==> src/rtl/ram_wb_wr_arb.sv <==
// Write-port arbiter for the writeback RAM: round-robin between the CPU writeback
// stage (req0) and a loader/debug master (req1) that may lock the port for bursts.
module ram_wb_wr_arb #(
    parameter int         MAX_BURST = 8,
    parameter int         RAM_WORDS = 8,
    parameter logic [7:0] IO_ADDR   = 8'h40
) (
    input  logic        CLK_WB,
    input  logic        RST_N,
    input  logic        REQ0_VALID,
    input  logic [7:0]  REQ0_ADDR,
    input  logic [15:0] REQ0_DATA,
    output logic        REQ0_READY,
    input  logic        REQ1_VALID,
    input  logic [7:0]  REQ1_ADDR,
    input  logic [15:0] REQ1_DATA,
    input  logic        REQ1_LOCK,
    output logic        REQ1_READY,
    output logic [7:0]  RAM_ADDR,
    output logic [15:0] RAM_IN,
    output logic        RAM_WEN,
    output logic        ADDR_ERR,
    input  logic        ERR_CLR
);

    localparam int               CNT_W    = $clog2(MAX_BURST + 1);
    localparam logic [CNT_W-1:0] CNT_LAST = CNT_W'(MAX_BURST - 1);
    localparam logic [CNT_W-1:0] CNT_ONE  = CNT_W'(1);
    localparam logic [8:0]       RAM_LIM  = 9'(RAM_WORDS);
    // With MAX_BURST=1 a lock can never outlast its own grant cycle.
    localparam bit               LOCK_EN  = (MAX_BURST > 1);

    typedef enum logic {ARB, LOCK1} state_t;

    state_t            state_q;
    logic              last_q;
    logic [CNT_W-1:0]  cnt_q;
    logic [7:0]        ram_addr_q, ram_addr_d;
    logic [15:0]       ram_in_q, ram_in_d;
    logic              ram_wen_q, ram_wen_d;
    logic              addr_err_q, addr_err_d;

    logic        gnt0, gnt1, acc, legal;
    logic [7:0]  wr_addr;
    logic [15:0] wr_data;

    always_comb begin
        gnt0 = 1'b0;
        gnt1 = 1'b0;
        if (state_q == ARB) begin
            if (REQ0_VALID && REQ1_VALID) begin
                gnt0 = last_q;
                gnt1 = ~last_q;
            end else begin
                gnt0 = REQ0_VALID;
                gnt1 = REQ1_VALID;
            end
        end else begin
            gnt1 = REQ1_VALID;
        end
    end

    assign REQ0_READY = gnt0;
    assign REQ1_READY = gnt1;
    assign acc        = gnt0 | gnt1;
    assign wr_addr    = gnt1 ? REQ1_ADDR : REQ0_ADDR;
    assign wr_data    = gnt1 ? REQ1_DATA : REQ0_DATA;
    assign legal      = ({1'b0, wr_addr} < RAM_LIM) || (wr_addr == IO_ADDR);

    // Illegal writes still consume the handshake but never reach the RAM.
    always_comb begin
        ram_addr_d = ram_addr_q;
        ram_in_d   = ram_in_q;
        ram_wen_d  = 1'b0;
        addr_err_d = addr_err_q;
        if (acc && legal) begin
            ram_addr_d = wr_addr;
            ram_in_d   = wr_data;
            ram_wen_d  = 1'b1;
        end
        if (acc && !legal) begin
            addr_err_d = 1'b1;
        end else if (ERR_CLR) begin
            addr_err_d = 1'b0;
        end
    end

    always_ff @(posedge CLK_WB or negedge RST_N) begin
        if (!RST_N) begin
            ram_addr_q <= '0;
            ram_in_q   <= '0;
            ram_wen_q  <= 1'b0;
            addr_err_q <= 1'b0;
        end else begin
            ram_addr_q <= ram_addr_d;
            ram_in_q   <= ram_in_d;
            ram_wen_q  <= ram_wen_d;
            addr_err_q <= addr_err_d;
        end
    end

    // CNT counts port-hold cycles including the grant that took the lock, so
    // a burst never exceeds MAX_BURST transfers.
    always_ff @(posedge CLK_WB or negedge RST_N) begin
        if (!RST_N) begin
            state_q <= ARB;
            last_q  <= 1'b1;
            cnt_q   <= '0;
        end else begin
            case (state_q)
                ARB: begin
                    cnt_q <= '0;
                    if (gnt0) last_q <= 1'b0;
                    if (gnt1) begin
                        last_q <= 1'b1;
                        if (REQ1_LOCK && LOCK_EN) begin
                            state_q <= LOCK1;
                            cnt_q   <= CNT_ONE;
                        end
                    end
                end
                LOCK1: begin
                    last_q <= 1'b1;
                    if (!REQ1_LOCK || cnt_q == CNT_LAST) begin
                        state_q <= ARB;
                        cnt_q   <= '0;
                    end else begin
                        cnt_q <= cnt_q + 1'b1;
                    end
                end
                default: begin
                    state_q <= ARB;
                    cnt_q   <= '0;
                end
            endcase
        end
    end

    assign RAM_ADDR = ram_addr_q;
    assign RAM_IN   = ram_in_q;
    assign RAM_WEN  = ram_wen_q;
    assign ADDR_ERR = addr_err_q;

endmodule

==> config.mk <==
export PLATFORM = sky130hd
export DESIGN_NAME = ram_wb_wr_arb
export DESIGN_NICKNAME = d
export VERILOG_FILES = /design/src/rtl/ram_wb_wr_arb.sv
export SDC_FILE = /design/constraint.sdc
export NUM_CORES = 1
export LEC_CHECK = 0
export CAP_MARGIN = 20
export CELL_PAD_IN_SITES_DETAIL_PLACEMENT = 0
export CELL_PAD_IN_SITES_GLOBAL_PLACEMENT = 1
export CORE_ASPECT_RATIO = 0.8
export CORE_UTILIZATION = 32
export DETAILED_ROUTE_END_ITERATION = 10
export HOLD_SLACK_MARGIN = 0.06
export PLACE_DENSITY = 0.9
export SLEW_MARGIN = 20
export SYNTH_ARGS = -nofsm -noshare
export SYNTH_HDL_FRONTEND = slang
export SYNTH_SLANG_ARGS = --single-unit
==> constraint.sdc <==
create_clock -name CLK_WB -period 3.35 [get_ports CLK_WB]
set_input_delay 0.8375 -clock CLK_WB [delete_from_list [all_inputs] [get_ports CLK_WB]]
set_output_delay 0.8375 -clock CLK_WB [all_outputs]
set_load 0.02 [all_outputs]
### Word-level counts from Yosys, hierarchy flattened

Cells that the tools add are included.

* input port bits: 54
* bits in registers: 32
* output and inout bits: 28
* logic and storage cells: 43

* $lt $le $gt $ge: 1
* multiplexer cells: 20
* reductions and logical operators: 8
* add/subtract/negate cells: 1
* equal/unequal tests: 3
* bitwise logic cells: 3

Operators by type and width (count)
* $mux 16: 1
* $mux 1: 14
* $eq 8x7->1 const B: 1
* $lt 8x4->1 const B: 1
* $mux 8: 1
* $pmux 4 s2: 1
* $add 4x1->4 const B: 1
* $eq 4x3->1 const B: 1
* $mux 4: 1
* $pmux 1 s2: 2
* $logic_and 1x1->1: 3
* $ne 3x3->1 const B: 1
* $logic_not 1->1: 2
* $logic_or 1x1->1: 2
* $not 1->1: 2
* $reduce_bool 2->1: 1
* $or 1x1->1: 1

### Longest topological paths before layout

Gate-level depths: netlist (run 1).

* word-level depth: 9
* mapped depth: 6

### Worst setup path after synthesis (run 1)

No wires, ideal clock.

* path type: input -> output
* start: input REQ0_VALID
* end: output REQ0_READY
* required time: 2.513 ns
* arrival: 1.369 ns
* path slack: 1.144 ns
* stages on the path: 3
* buffers on the path: 0
* cell sequence: inv_1 -> o21a_1 -> nor2_1

* longest elaborated chain between the ends: 3

RTL lines
* start, declared: line 10 `input logic REQ0_VALID,`
* $logic_and 1x1->1: line 51 `if (REQ0_VALID && REQ1_VALID) begin`
* $mux 1 *: line 51
* $mux 1 *: line 50 `if (state_q == ARB) begin`
* end, declared: line 13 `output logic REQ0_READY,`

Every way passes the cells marked *; elsewhere a longest branch is shown, timed or not.

### Final worst setup path (run 1)

Same ends and word-level chain as after synthesis.

==> results of run 1 <==
[metrics by stage]
step | cell area (um^2) | total power [mW] | hold WS, ns | worst slack (ns)
finish | 2580 | 1.50 | 0.503 | 0.136
floorplan | 1600 | 0.852 | 0.468 | 1.14
CTS | 2580 | 1.53 | 0.507 | 0.120
global placement | 2470 | 1.15 | 0.490 | 0.165
global route | 2580 | 1.58 | 0.525 | 0.0209
detailed placement | 2470 | 1.15 | 0.489 | 0.122
[cell families (layout without fill, tap and decap cells)]
family / count (synthesis) / in the layout
flip-flops: 32 / 32
AND/OR/NAND/NOR: 18 / 18
multiplexers: 40 / 40
XOR/XNOR: 2 / 2
adder cells (fa/ha/maj): 1 / 1
buffers and inverters: 9 / 97
AO/OA/AOI/OAI: 10 / 10
[registers in the layout (all words and copies together) (netlist names)]
register and flops:
RAM_IN 16, RAM_ADDR 8, cnt_q 4, ADDR_ERR 1, RAM_WEN 1, last_q 1
state_q 1
[where the power goes]
group | switching (mW) | leakage (nW) | internal, mW | total, mW
registers | 0.0577 | 0.404 | 0.490 | 0.547
clock network | 0.145 | 0.0541 | 0.220 | 0.365
logic | 0.241 | 0.649 | 0.350 | 0.591
total | 0.444 | 1.11 | 1.06 | 1.50
[metal layers]
layer	part of all wire	GRT usage	routed length, um
met1	0.42	0.182	1580
met2	0.44	0.235	1630
met3	0.12	0.0653	460
met4	0.019	0.0714	72
met5	0	0	0
[layout by cell type, fill, tap and decap left out, types with 2 or more instances in the layout]
master                             n
sky130_fd_sc_hd__mux2_4           10
sky130_fd_sc_hd__nand2_1           3
sky130_fd_sc_hd__inv_1             4
sky130_fd_sc_hd__buf_4             2
sky130_fd_sc_hd__mux2_2           30
sky130_fd_sc_hd__dfrtp_1          31
sky130_fd_sc_hd__nor4_1            2
sky130_fd_sc_hd__o21ai_0           3
sky130_fd_sc_hd__clkdlybuf4s50_1  81
sky130_fd_sc_hd__clkbuf_8          5
sky130_fd_sc_hd__xor2_1            2
sky130_fd_sc_hd__o31ai_1           2
sky130_fd_sc_hd__nor2_1            3
sky130_fd_sc_hd__and2b_2           4
[worst max-delay path by stage]
stage,endpoint,depth (start not counted)
after detailed placement,REQ0_READY,5
after global placement,REQ0_READY,5
after global routing,REQ0_READY,5
after floorplan,REQ0_READY,3
after CTS,REQ0_READY,5
final,REQ0_READY,5
[worst max-delay path: stages]
cell                              delay, ns
sky130_fd_sc_hd__clkdlybuf4s50_1       0.53
sky130_fd_sc_hd__inv_1                 0.08
sky130_fd_sc_hd__o21a_1                0.23
sky130_fd_sc_hd__nor2_1                0.10
sky130_fd_sc_hd__clkdlybuf4s50_1       0.60
[area by class of cell]
cell class / instances / area, um^2 / area share
Tap cell: 60 / 75.1 / 0.0291
Timing Repair Buffer: 84 / 846 / 0.328
Sequential cell: 32 / 802 / 0.311
Inverter: 5 / 21.3 / 0.00825
Multi-Input combinational cell: 71 / 723 / 0.280
Clock buffer: 5 / 68.8 / 0.0267
Clock inverter: 3 / 42.5 / 0.0165
==> flow_summary.json, run 1 <==
{
  "outcome": "finished, final reports clean",
  "initial_antenna_violation_count": 0,
  "synthDistinctLibCells": 27,
  "startpoint_type": "primary input",
  "latest_clock_arrival_within_the_worst_skew_pair_ns": 0.28,
  "cts_tree": "built",
  "timing.hold.worst.class": "flop to flop",
  "combinational_family_with_the_most_area_after_synthesis": "multiplexers",
  "critical_path.startpoint": "REQ0_VALID",
  "critical_path.max_fanout": 3,
  "cts_hold_repair.buffers": 0,
  "starting_drc_count_in_detailed_routing": 31,
  "grt_overflow_total": 0,
  "ys_seq_area_frac": 0.503,
  "min_period_over_period": 0.959,
  "timing.setup.critical_path_class": "primary input to output port",
  "leakage_nw": 1.11,
  "fillers": 418,
  "starting_density_of_the_core": 0.341,
  "synth_area_per_cell_um2": 14.2,
  "detail_route.wl_per_cell_um": 14.4,
  "synth_seq_cells": 32,
  "required_ns": 2.51,
  "ant_nets": 0,
  "vdd.ir_drop.worst_mv": 0.324,
  "worst-slew-pin-transition_ns": 0.427,
  "pin_count_of_the_biggest_net_entering_global_routing": 33,
  "post_synth_most_frequent_cells": "sky130_fd_sc_hd__dfrtp_1 (31), sky130_fd_sc_hd__mux2_2 (30), sky130_fd_sc_hd__mux2_4 (10)",
  "r2r-start": "last_q",
  "hold_path_end": "RAM_ADDR[4]",
  "yosys-top-cells-area": "sky130_fd_sc_hd__dfrtp_1 (49%), sky130_fd_sc_hd__mux2_2 (21%), sky130_fd_sc_hd__mux2_4 (9.4%)",
  "post_synthesis_share_of_cell_area_spent_on_full_adders_half_adders_and_majority_gates": 0.00784,
  "die_x_um": 80.9,
  "post_drt_via_cell_ratio": 4.65,
  "die_y_um": 65.2,
  "detail_route.first_pass.iterations": 4,
  "cts_setup_buffers": 0,
  "reg2reg_setup_slack_ns": 1.56,
  "max_freq_mhz": 311,
  "die_area_mm2": 0.00527,
  "synthDominantAreaCellType": "sky130_fd_sc_hd__dfrtp_1",
  "synthMostInstantiatedCell": "sky130_fd_sc_hd__dfrtp_1",
  "worstSetupEndpointType": "output port",
  "global_route.usage.total": 0.152,
  "finalCriticalPeriod_ns": 3.21,
  "cell_count_after_placement": 252,
  "synth.mux.area_fraction": 0.306,
  "rows": 22,
  "ioPinCount": 82,
  "hold_path_depth": 1,
  "clock_tree.htree_level_count": 2,
  "worst-r2r-cell-count": 5,
  "synthToLayoutAreaGrowth_pct": 61.6,
  "gp_congestion": 0.824,
  "crit-reg2reg-capture": "RAM_IN[2]",
  "p_per_area_mw_per_mm2": 583,
  "synth-xor-area-share": 0.0110,
  "max_slew_margin": 0.713,
  "buffer_levels_on_the_longest_clock_path": 2,
  "grt_first_pass_wirelength_mm": 5.83,
  "route.vias.total": 1209,
  "grt_setup_unrepaired": "no",
  "synth_area_in_compound_gates": 0.0486,
  "post-route-util": 0.551,
  "timing.hold.worst.start": "RAM_ADDR[4]",
  "detailed_place_hpwl_mm": 2.86,
  "finalNetCount": 254,
  "ys_dominant_reg_cell": "sky130_fd_sc_hd__dfrtp_1",
  "crit_arrival_ns": 2.38,
  "clock-root-buffer": "sky130_fd_sc_hd__clkbuf_8",
  "final.setup.tns_ns": 0,
  "finalMaxSlewViolations": 0,
  "drc": 0,
  "synth.top_cell.area_share": 0.486,
  "postSynthNetCount": 167,
  "synth-edff-count": 0,
  "max_cap_violations": 0,
  "setup-violations-final": 0,
  "vias_in_the_first_global_route": 1221,
  "placeableCoreArea_mm2": 0.00468,
  "clk_transition_reported_paths_ns": 0.07,
  "antenna_cells_inserted": 0,
  "cells_after_synthesis": 112,
  "skew_ns": 0.00386,
  "numPortBuffers": 81,
  "timing.final.hold_violations": 0,
  "post_synth_and_or_nand_nor_area_fraction": 0.0800,
  "ctsResizeCount": 0,
  "yosysWarnings": 0,
  "cts.sink_count": 32,
  "drt-total-wl_mm": 3.75,
  "netlist_area_mm2": 0.00160,
  "async_flop_share": 1.00,
  "number_of_standard_cells_in_the_final_layout_excluding_fillers": 260,
  "tritoncts.num_buffers": 5,
  "fraction_of_layout_cells_with_a_size_suffix_above_1": 0.305
}
Note: power is estimated with default switching activity, not from simulation.
==> run 2: changes to the inputs <==
==> constraint.sdc (replaced) <==
create_clock -name CLK_WB -period 3.35 [get_ports CLK_WB]
set_input_delay 0.67 -clock CLK_WB [delete_from_list [all_inputs] [get_ports CLK_WB]]
set_output_delay 0.67 -clock CLK_WB [all_outputs]
set_load 0.005 [all_outputs]
==> flow_summary.json, run 2 (synthesis results as in run 1) <==
{
  "crit_arrival_ns": 2.09,
  "clk_transition_reported_paths_ns": 0.06,
  "detail_route.first_pass.iterations": 2,
  "timing.critical_path.mode_cell": "sky130_fd_sc_hd__clkdlybuf4s50_1",
  "numPortBuffers": 81,
  "antenna_cells_inserted": 0,
  "placeableCoreArea_mm2": 0.00468,
  "grt_setup_unrepaired": "no",
  "vdd.ir_drop.worst_mv": 0.226,
  "drc": 0,
  "finalMaxSlewViolations": 0,
  "tritoncts.num_buffers": 5,
  "global_route.usage.total": 0.158,
  "die_area_mm2": 0.00527,
  "die_x_um": 80.9,
  "number_of_standard_cells_in_the_final_layout_excluding_fillers": 260,
  "pin_count_of_the_biggest_net_entering_global_routing": 33,
  "finalCriticalPeriod_ns": 2.76,
  "min_period_over_period": 0.825,
  "clkPwrFrac": 0.282,
  "worst-slew-pin-transition_ns": 0.405,
  "worst_path_max_delay_cell": "sky130_fd_sc_hd__clkdlybuf4s50_1",
  "combPwrFrac": 0.336,
  "synthToLayoutAreaGrowth_pct": 61.8,
  "detail_route.wl_per_cell_um": 14.6,
  "latest_clock_arrival_within_the_worst_skew_pair_ns": 0.28,
  "power.net_switching_uw": 326,
  "required_ns": 2.68,
  "grt_overflow_total": 0,
  "timing.final.hold_violations": 0,
  "max_cap_violations": 0,
  "startpoint_type": "primary input",
  "drt-total-wl_mm": 3.80,
  "max_freq_mhz": 362,
  "finalNetCount": 254,
  "detailed_place_hpwl_mm": 2.84,
  "worstSetupEndpointType": "output port",
  "p_total_mw": 1.43,
  "cts.sink_count": 32,
  "clock_tree.htree_level_count": 2,
  "cts_hold_repair.buffers": 0,
  "starting_density_of_the_core": 0.341,
  "power.internal_mw": 1.10,
  "cell_count_after_placement": 252,
  "critical_path.cell_chain": "clkdlybuf4s50_1 > inv_1 > o21a_1 > nor2_1 > clkdlybuf4s50_1",
  "final_cell_mix": "sky130_fd_sc_hd__clkdlybuf4s50_1 (81), sky130_fd_sc_hd__dfrtp_1 (31), sky130_fd_sc_hd__mux2_2 (30)",
  "vias_in_the_first_global_route": 1225,
  "post_drt_via_cell_ratio": 4.51,
  "final.setup.tns_ns": 0,
  "die_y_um": 65.2,
  "critical-path-max-stage-delay_ns": 0.52,
  "clock-root-buffer": "sky130_fd_sc_hd__clkbuf_8",
  "pwr-share-seq": 0.383,
  "grt_first_pass_wirelength_mm": 6.03,
  "max_slew_margin": 0.730,
  "initial_antenna_violation_count": 0,
  "route.vias.total": 1173,
  "largest_reg_flops": 16,
  "rows": 22,
  "leakage_nw": 1.11,
  "mostFrequentLayoutCell": "sky130_fd_sc_hd__clkdlybuf4s50_1",
  "cts_tree": "built",
  "ctsResizeCount": 0,
  "outcome": "finished, final reports clean",
  "cts_setup_buffers": 0,
  "ioPinCount": 82,
  "timing.setup.critical_path_class": "primary input to output port",
  "p_per_area_mw_per_mm2": 552,
  "gp_congestion": 0.816,
  "ant_nets": 0,
  "timing.hold.worst.class": "flop to flop",
  "critical_path.max_fanout": 3,
  "swShare": 0.229,
  "hold_ws_ns": 0.503,
  "buffer_levels_on_the_longest_clock_path": 2,
  "skew_ns": 0.00885,
  "starting_drc_count_in_detailed_routing": 29,
  "fraction_of_layout_cells_with_a_size_suffix_above_1": 0.305,
  "setup-violations-final": 0
}
## run 2: power by group through the flow
stage / clock network, mW / registers [mW] / logic, mW
after global routing: 0.436 / 0.557 / 0.521
final: 0.401 / 0.545 / 0.478
after global placement: 0 / 0.549 / 0.480
after floorplan: 0 / 0.557 / 0.182
after CTS: 0.414 / 0.546 / 0.488
after detailed placement: 0 / 0.551 / 0.485
## run 2: final cells by class
cell class / count / area, um^2
clock inverter: 1 / 30.0
sequential: 32 / 802
timing repair buffer: 84 / 833
clock buffer: 7 / 96.3
fill: 407 / 2100
inverter: 5 / 21.3
multi-input combinational: 71 / 723
tap: 60 / 75.1
## run 2: routing by layer
layer | GRT usage | routed length (um) | vias up
met1 | 0.204 | 1730 | 536
met2 | 0.231 | 1580 | 55
met4 | 0.0558 | 70 | 0
met3 | 0.0736 | 426 | 7
met5 | 0 | 0 | -
li1 | - | - | 575
## run 2: path summary, 6_finish.rpt
kind	slack [ns]	cells past startpoint	end	from
max reg2reg	1.45	6	RAM_IN[8]	last_q
min in group asynchronous	0.79	2	RAM_ADDR[3]	RST_N
max	0.59	5	REQ0_READY	REQ0_VALID
min reg2reg	0.50	1	RAM_IN[7]	RAM_IN[7]
max in group asynchronous	2.21	2	last_q	RST_N
min	0.50	1	RAM_IN[7]	RAM_IN[7]
## run 2: critical path, delay by kind of cell
family	cells	cell delay (ns)
simple gates	1	0.10
buf+inv	3	1.09
compound gates	1	0.22
## run 2: metrics by stage
stage,instance area (um^2),utilization,setup slack [ns]
finish,2580,0.552,0.588
global route,2580,0.552,0.501
detailed placement,2450,0.525,0.585
floorplan,1600,-,1.33
global placement,2450,0.525,0.612
CTS,2580,0.552,0.581
==> RTL edit, RTL diff (settings of run 1) <==
`MAX_BURST`: 8 -> 4.
--- a/src/rtl/ram_wb_wr_arb.sv
+++ b/src/rtl/ram_wb_wr_arb.sv
@@ -1,7 +1,7 @@
 // Write-port arbiter for the writeback RAM: round-robin between the CPU writeback
 // stage (req0) and a loader/debug master (req1) that may lock the port for bursts.
 module ram_wb_wr_arb #(
-    parameter int         MAX_BURST = 8,
+    parameter int         MAX_BURST = 4,
     parameter int         RAM_WORDS = 8,
     parameter logic [7:0] IO_ADDR   = 8'h40
 ) (
Check against the original RTL: not equivalent (Yosys sat finds a counterexample within 10 cycles, from zero or initial values and one cycle with RST_N low).
==> RTL edit against run 1 <==
- sequential cell count is 1 lower
- final area is 2.5% lower
- synthesized area down 3.5%
- synthesized cell count grew 5.4%
- clock skew shrank 0.0027 ns
- combinational power down 10%
- worst setup slack worse by 0.011 ns
- power decreased by 11%
- routed wire length shrank 4.2%
- critical endpoint unchanged
- largest power group unchanged
==> RTL edit: results (changes against run 1) <==
run_status:
  status: "completed"
finish:
  nNetsFinal: 262  # +3.1%
  final_layout_size_suffix_gt1_share_pct: 25.7  # -4.8 points
  multi_input_cells: 77  # +8.5%
  fill_cells: 419  # +0.24%
  seq_share_pct: 30.9  # -0.19 points
  multiInputGateArea_sq_um: 707  # -2.2%
  n_all_buffers: 86  # +2.4%
  antenna_cells: 0  # unchanged
  final-nonclk-buf-share_pct: 33.7  # +0.95 points
  n_clock_buffer: 6  # +1
  clk_share_pct: 3.48  # -0.83 points
  inv_count: 5  # unchanged
  largest_reg_flops: 16  # unchanged
synthesis:
  synth_area_leaders: "dfrtp_1, mux2_2, nor2b_1"
  synth_seq_cells: 31  # -3.1%
  synth-async-reset-ratio_pct: 100  # unchanged
  ys_types: 31  # +15%
  synth-main-ff-cell: "dfrtp_1"
  ys_top_cells_by_count: "mux2_2, dfrtp_1, nor2b_1"
  yosysSeqAreaShare_pct: 50.5  # +0.21 points
  syn_nets: 174  # +4.2%
drt:
  drt_pass1_iterations: 2  # -2
  wl_per_cell_um: 13.5  # -6.3%
  vias: 1211  # +0.17%
  drtIter0Drc: 20  # -35%
  final_antenna_net_count: 0  # unchanged
clock_network:
  clk_latency_ns: 0.28  # about the same
  cts_buffer_depth: 2  # unchanged
  cts-buffers-inserted: 5  # unchanged
  post-cts-setup-buffer-count: 0  # unchanged
place:
  hpwl_um: 2660  # -6.8%
  io_buffers: 81  # unchanged
  gp_congestion: 0.708  # -14%
  dpl_cell_area_sq_um: 2430  # -1.7%
timing:
  clock_skew_ns: 0.00113  # -0.00273 ns
  max_slew_margin_pct: 70.4  # -0.88 points
global_routing:
  grt_max_degree: 32  # -3.0%
  antenna_found_initial: 0  # unchanged
  grt_pass1_wl_um: 5890  # +0.94%
  grt_use_total_pct: 15.7  # +0.42 points
power_and_ir_drop:
  ir_worst_vdd_uv: 268  # -18%
  p_leak_uw: 0.00107  # -3.3%
worst_setup_path:
  ff2ff_setup_slack_ns: 1.33  # -0.23 ns
  cp_slowest_cell: "clkdlybuf4s50_1"
  r2r_end: "RAM_IN[15]$_DFFE_PN0P_"
  rr_worst_depth: 7  # +2
hold_path:
  hold_end: "RAM_IN[1]$_DFFE_PN0P_"
  min-delay-start: "RAM_IN[1]$_DFFE_PN0P_"
floorplanning:
  die_w_um: 79.5  # -1.7%
RTL edit: logic make-up after synthesis:
family / after synthesis / share of synthesized area (%)
flip-flops: 31 / 50.5
AO/OA/AOI/OAI: 12 / 6.75
multiplexers: 39 / 28.5
buffers and inverters: 10 / 3.58
adder cells (fa/ha/maj): 2 / 1.63
AND/OR/NAND/NOR: 24 / 9.11
RTL edit: layer usage:
layer	share of wire (%)	track usage, %
met1	44	20.1
met3	13	8.29
met2	42	21.9
met5	0	0
met4	1.1	6.14
RTL edit: through the flow:
stage	utilization, %	setup slack, ns	std cells	hold slack (ns)
5_1_grt	54.7	0.0298	266	0.510
2_1_floorplan	-	1.02	118	0.496
6_report	54.7	0.125	266	0.489
3_3_place_gp	52.8	0.120	259	0.468
4_1_cts	54.7	0.115	266	0.497
3_5_place_dp	52.8	0.116	259	0.478
RTL edit: power by group:
group | switching (uW) | internal [uW]
Clock | 134 | 161
Combinational | 225 | 304
Sequential | 49.3 | 468
